===== config.mk =====
export PLATFORM = sky130hd
export DESIGN_NAME = image_frame_arbiter
export DESIGN_NICKNAME = d
export VERILOG_FILES = /design/src/rtl/image_frame_arbiter.sv
export SDC_FILE = /design/constraint.sdc
export NUM_CORES = 1
export LEC_CHECK = 0
export BUFFER_PORTS_ARGS = -buffer_cell sky130_fd_sc_hd__buf_2
export CAP_MARGIN = 20
export CORE_ASPECT_RATIO = 1.2
export CORE_MARGIN = 2
export CORE_UTILIZATION = 35
export CTS_BUF_LIST = sky130_fd_sc_hd__clkbuf_8
export CTS_CLUSTER_SIZE = 24
export DETAILED_ROUTE_END_ITERATION = 12
export HOLD_SLACK_MARGIN = 0.08
export SYNTH_ARGS = -nofsm -noshare
export SYNTH_HDL_FRONTEND = slang
export SYNTH_SLANG_ARGS = --single-unit

===== constraint.sdc =====
create_clock -name CLK -period 3 [get_ports CLK]
set_input_delay 0.15 -clock CLK [delete_from_list [all_inputs] [get_ports CLK]]
set_output_delay 0.15 -clock CLK [all_outputs]
set_load 0.005 [all_outputs]

===== src/rtl/image_frame_arbiter.sv =====
// Two-stream frame arbiter. A stream holds the grant for a whole frame of
// FRAME_PIXELS tokens. A single output register passes tokens through at one
// token per cycle and absorbs downstream backpressure.
module image_frame_arbiter #(
    parameter int FRAME_PIXELS = 16,
    parameter int DATA_W       = 8
) (
    input  logic              CLK,
    input  logic              RESET,
    input  logic              In0_SEND,
    input  logic [DATA_W-1:0] In0_DATA,
    input  logic [15:0]       In0_COUNT,
    output logic              In0_ACK,
    input  logic              In1_SEND,
    input  logic [DATA_W-1:0] In1_DATA,
    input  logic [15:0]       In1_COUNT,
    output logic              In1_ACK,
    output logic              Out1_SEND,
    output logic [DATA_W-1:0] Out1_DATA,
    output logic [15:0]       Out1_COUNT,
    input  logic              Out1_RDY,
    input  logic              Out1_ACK,
    output logic [1:0]        GRANT,
    output logic              FRAME_DONE
);
    // One-hot encoding, so the state register drives GRANT directly
    localparam logic [1:0] IDLE   = 2'b00;
    localparam logic [1:0] GRANT0 = 2'b01;
    localparam logic [1:0] GRANT1 = 2'b10;

    logic [1:0]             state, state_nxt;
    logic                   buf_valid;
    logic [DATA_W-1:0]      buf_data;
    logic [15:0]            pix_cnt;
    logic                   last_owner;   // 0: stream 0 had the last frame
    logic [1:0]             send, ack;
    logic [1:0][DATA_W-1:0] data;
    logic                   out_xfer, in_xfer, in_sel, last_tok;
    logic [16:0]            cnt_inc;
    logic                   unused_counts;

    // Input token counts carry no meaning for arbitration
    assign unused_counts = ^{In0_COUNT, In1_COUNT};

    assign send = {In1_SEND, In0_SEND};
    assign data = {In1_DATA, In0_DATA};

    assign Out1_SEND  = buf_valid & Out1_RDY;
    assign Out1_DATA  = buf_data;
    assign Out1_COUNT = 16'h1;
    assign out_xfer   = Out1_SEND & Out1_ACK;
    assign GRANT      = state;

    // A granted stream is accepted when the buffer is empty or draining now
    for (genvar k = 0; k < 2; k++) begin : g_ack
        assign ack[k] = state[k] & send[k] & (~buf_valid | out_xfer);
    end
    assign In0_ACK = ack[0];
    assign In1_ACK = ack[1];

    assign in_xfer    = |ack;
    assign in_sel     = ack[1];
    assign cnt_inc    = {1'b0, pix_cnt} + 17'd1;
    assign last_tok   = in_xfer && (cnt_inc == 17'(FRAME_PIXELS));
    assign FRAME_DONE = last_tok;

    // Next-state: round-robin on contention, hold grant until frame end
    always_comb begin
        state_nxt = state;
        case (state)
            IDLE: begin
                if (send == 2'b11)
                    state_nxt = last_owner ? GRANT0 : GRANT1;
                else if (send[0])
                    state_nxt = GRANT0;
                else if (send[1])
                    state_nxt = GRANT1;
            end
            GRANT0, GRANT1: begin
                if (last_tok)
                    state_nxt = IDLE;
            end
            default: state_nxt = IDLE;
        endcase
    end

    // State register
    always_ff @(posedge CLK or negedge RESET) begin
        if (!RESET) state <= IDLE;
        else        state <= state_nxt;
    end

    // Output buffer: load on accept, clear on drain, both at once keeps it full
    always_ff @(posedge CLK or negedge RESET) begin
        if (!RESET) begin
            buf_valid <= 1'b0;
            buf_data  <= '0;
        end else if (in_xfer) begin
            buf_valid <= 1'b1;
            buf_data  <= data[in_sel];
        end else if (out_xfer) begin
            buf_valid <= 1'b0;
        end
    end

    // Frame pixel count and fairness history
    always_ff @(posedge CLK or negedge RESET) begin
        if (!RESET) begin
            pix_cnt    <= '0;
            last_owner <= 1'b1;
        end else if (last_tok) begin
            pix_cnt    <= '0;
            last_owner <= in_sel;
        end else if (in_xfer) begin
            pix_cnt    <= cnt_inc[15:0];
        end
    end
endmodule


---- Yosys cells after proc, flatten, opt, wreduce, memory -nomap -nowiden ----
Index checks and enable logic that the tools add are counted.
word-level totals
  output and inout port bits .............. 30
  input port bits ......................... 54
  flip-flop bits (word level) ............. 28
cells by class
  reduce and logical (&&, ||, !) cells .... 7
  equality and inequality tests ........... 6
  multiplexer cells ....................... 12
  bitwise operators ....................... 8
  $lt $le $gt $ge ......................... 1
  add/sub/neg operators ................... 1
operator list
  kind                   number
  $mux 16                2
  $add 16x1->17 const B  1
  $eq 17x5->1 const B    1
  $mux 8                 2
  $mux 2                 5
  $and 1x1->1            6
  $eq 2x2->1 const B     2
  $ne 4x4->1 const B     1
  $pmux 2 s2             1
  $reduce_bool 2->1      2
  $reduce_or 2->1        2
  $eq 2x1->1 const B     1
  $logic_not 2->1        1
  $lt 1x2->1 const B     1
  $mux 1                 2
  $ne 2x2->1 const B     1
  $reduce_and 2->1       1
  $logic_and 1x1->1      1
  $not 1->1              1
  $or 1x1->1             1

---- Logic depth before layout (Yosys ltp) ----
  word-level depth ........................ 8
  mapped depth ............................ 7

---- Worst setup path after synthesis ----
Ideal clock, no wire load.
  path kind ............................... register -> register
  start point ............................. register pix_cnt[0]
  end point ............................... register last_owner
  cell stages (with the launch flop) ...... 8
  slack ................................... 0.692 ns
  path buffers ............................ 0
  arrival time ............................ 2.223 ns
  path through ............................ dfrtp_1 ha_1 nand3_2 or4_4 mux2i_4 nand2_2 nor3_4 mux2_1
between the ends
  cells in the longest elaborated chain, start to end .. 3
ends and longest elaborated chain
  element                 line  RTL
  from (decl)             34    logic [15:0] pix_cnt;
  from (signal assigned)  115   pix_cnt <= cnt_inc[15:0];
  $add 16x1->17           63    assign cnt_inc = {1'b0, pix_cnt} + 17'd1;
  $eq 17x5->1             64    assign last_tok = in_xfer && (cnt_inc == 17'(FRAME_PIXELS));
  $logic_and 1x1->1       64
  via FRAME_DONE          24    output logic FRAME_DONE
  to (signal assigned)    113   last_owner <= in_sel;
  to (decl)               35    logic last_owner;
The timed path passes the listed nets, and every way through them passes these cells.
A chain may end at the register's enable or synchronous reset.

---- Worst setup path in the final report ----
  start point ............................. register pix_cnt[0]
  end point ............................... output port FRAME_DONE
between the ends
  cells in the longest elaborated chain, start to end .. 3
ends and longest elaborated chain
  element            line
  $add 16x1->17      63
  $eq 17x5->1        64
  $logic_and 1x1->1  64
  to (decl)          24
Every way passes these cells.

==> run summary <==
The met3 usage is 0.01932. The share of synthesized flip-flops with an asynchronous set or reset came out at 1.000. For this run, the top clock speed supported by timing is 0.3896 GHz. The later-pin clock latency in the skew report was 0.28 ns; the hold slack was 0.07411 ns. The final period demand of the worst path was 2.567 ns; the total number of yosys warnings was 0.

The global-route track usage on met1 was 0.1657; the number of ports placed on the die boundary was 84. The run gives 0.3763 as the sequential share of the synthesized area. The logs give 5932 um2 for the total die area and 2790 um for the half-perimeter wire length after detailed placement. The final-report max-slew violation count was 0; the cell area after layout was 2116 um2. After detailed placement, the design holds a cell count of 297. The starting utilization of the core area came out at 0.3570. The top fanout value on the critical path works out to 9. The congestion estimate from routability-driven global placement came to 0.8078. The tree is rooted in a sky130_fd_sc_hd__clkbuf_8. The number of enable-type register cells in the synthesized netlist was 0; the number of post-CTS setup repair buffers was 0. Setup violations remaining at the end of the flow were counted as 0.

In this run the cell area of the synthesized design comes to 1866 um2. The slack of the worst reg-to-reg path came out at 0.55 ns. The number of H-tree levels was 1. The number of buffers created by CTS is 3. Critical setup path kind: register to output port. In this run the worst setup path begins at pix_cnt[0].

For this run, the leading register cell type out of synthesis is sky130_fd_sc_hd__dfrtp_1. No sink is reached through more buffers than the 2 on the longest clock path. Logic depth of the worst register-to-register path: 7. The critical register-to-register path startpoint was pix_cnt[0]. Most common library cell in the layout ignoring fill and taps: sky130_fd_sc_hd__buf_2. The worst-case IR drop observed on VDD is 221.3 uV. The sequential cell area was 701.9 um2; the final-layout setup total negative slack was 0 ns. The tools report the launch instance of the worst min-delay path as In1_DATA[6]. After clock tree synthesis, the flow added hold-fix buffers numbering 4. The global router's overall resource usage is 0.1335. The depth of the worst hold-timing path is 3, and the layout overhead on the synthesized area is 13.41%.

The global-route track usage on met2 was 0.2393; the vertical die dimension was 83.98 um. The filler cells instantiated in the layout total 546. The power per standard cell area works out to 640.3 nW/um2. In the layout the commonest cells are sky130_fd_sc_hd__buf_2, sky130_fd_sc_hd__nand2_1, sky130_fd_sc_hd__dfrtp_1. The antenna diode count came out at 0.

Summed over all layers, the global routing overflow is 0. The number of port buffers works out to 35. The number of nets with antenna violations after routing came out at 0. Across the routed clock network, the largest skew measured is 0.009086 ns.

In the routed design, unresolved DRC markers number 0. Clock-pin slew was measured on the worst setup and hold paths at 0.10 ns. The initial antenna violation count was 0; the total core area was 5225 um2. The tools report the cell area after placement as 2004 um2. The synthesized area divided by synthesized cell count is 8.758 um2, and the max-capacitance violation count is 0. The synthesized flop and latch total came out at 28. Synthesized instance count: 213. The final non-filler cell total came out at 305.

Setup repair after global routing left no endpoint under its margin. The total power of the final layout was 0.001355 W; the leakage power was 0.9727 nW. Number of global-route vias before repair: 1461. The total via count after detailed routing was 1524. The final hold violation count came out at 0.

The tools report the multi-input combinational cell area as 1012 um2. In this run the critical register-to-register path is captured at pix_cnt[3]. For the count of unique library cells instantiated by Yosys, the log shows 45.

DRC violation total after the first TritonRoute iteration: 34. The sort of element at the start of the critical path is a register. The portion of the clock cycle consumed by the worst path in the final layout was 0.8556; the worst relative slew slack was 0.5828. The flow ran to the end, and the final reports show no timing, DRC or antenna violations.

Entering global routing, the biggest net connects 29 pins. The first detailed-routing pass took 4 iterations. The class of the most critical hold timing path was input port to register. Once the clock tree was built, the resizer swapped 0 gates to a different size.

STA puts the critical path data required time at 2.85 ns. The fraction of layout cells with a size suffix above 1 was 0.1975. Counting every sink on the clock net gives 28.

For the global-route wire length before repair, the log shows 6534 um. The row count was 29. The routed design has 3764 um of wire. After detailed routing, the average wire length per cell comes to 12.34 um. The post-layout net count came out at 301. At the pin with the least slew margin, the transition time is 0.6257 ns. The routed via count divided by cell count is 4.997. The most used routing layer in global routing was met2.

The tools report the endpoint type of the worst setup path as an output port. TritonCTS built the clock tree. Measured along the x axis, the die boundary spans 70.65 um.

Data arrives at the worst endpoint at 2.42 ns. The most critical setup path has its endpoint at FRAME_DONE.
-- Yosys cell counts (all sizes together), types with 3 or more instances --
| master | count | area share |
|---|---|---|
| nand2 | 32 | 0.066 |
| dfrtp | 27 | 0.36 |
| buf | 22 | 0.083 |
| o21ai | 19 | 0.051 |
| mux2i | 11 | 0.066 |
| nand3 | 10 | 0.030 |
| xnor2 | 10 | 0.047 |
| nand4 | 8 | 0.027 |
| nor2 | 8 | 0.016 |
| clkbuf | 7 | 0.014 |
| inv | 6 | 0.012 |
| and3 | 5 | 0.017 |
| nor3 | 4 | 0.017 |
| a21boi | 3 | 0.012 |
| a21oi | 3 | 0.0080 |
| ha | 3 | 0.020 |
| nor4 | 3 | 0.010 |
| or3 | 3 | 0.010 |
| or4 | 3 | 0.014 |
-- how the worst min path moves through the flow --
| stage | to |
|---|---|
| 2_1_floorplan | GRANT[0] |
| 3_3_place_gp | Out1_DATA[7] |
| 3_5_place_dp | Out1_DATA[7] |
| 4_1_cts | Out1_DATA[6] |
| 5_1_grt | Out1_DATA[2] |
| 6_report | Out1_DATA[6] |
-- logic make-up after synthesis --
family / after synthesis / share of synthesized area
other cells: 2 / 0.004026
buf+inv: 35 / 0.1093
fa+ha+maj: 3 / 0.02012
simple gates: 84 / 0.2361
xor+xnor: 12 / 0.05634
mux: 12 / 0.07176
compound gates: 37 / 0.1261
flops: 28 / 0.3763
-- power breakdown --
part	switching, W	internal (W)
Sequential	0.000123	0.000479
Combinational	0.000243	0.000208
Clock	0.000124	0.000179
Total	0.000489	0.000865
-- routing by layer --
| metal | share of wire | routed length, um |
|---|---|---|
| met5 | 0 | 0 |
| met4 | 0.012 | 46 |
| met3 | 0.056 | 211 |
| met2 | 0.48 | 1790 |
| met1 | 0.46 | 1716 |
-- critical path, stage by stage (launching register included) --
cell and delay, ns:
sky130_fd_sc_hd__dfrtp_1 0.48, sky130_fd_sc_hd__ha_1 0.26, sky130_fd_sc_hd__buf_4 0.16, sky130_fd_sc_hd__or4_1 0.51, sky130_fd_sc_hd__o21ai_0 0.23, sky130_fd_sc_hd__nand2_2 0.12
sky130_fd_sc_hd__nor3_4 0.21, sky130_fd_sc_hd__buf_2 0.14
-- metrics by stage --
step | util | setup slack, ns
finish | 0.4049 | 0.4333
global route | 0.4049 | 0.2915
CTS | 0.4049 | 0.4067
detailed placement | 0.3836 | 0.5825
global placement | 0.3836 | 0.6080
floorplan | - | 0.6919
-- layout make-up --
| cell class | instances | area share |
|---|---|---|
| Timing Repair Buffer | 41 | 0.1088 |
| Clock buffer | 3 | 0.01952 |
| Sequential cell | 28 | 0.3318 |
| Tap cell | 62 | 0.03666 |
| Clock inverter | 1 | 0.01419 |
| Inverter | 6 | 0.01064 |
| Multi-Input combinational cell | 164 | 0.4784 |
-- registers in the layout (all words and copies together), names as in the netlist --
signal and count:
pix_cnt 16, GRANT 2, Out1_DATA 8, last_owner 1, buf_valid 1
(Power assumes the default switching activity.)
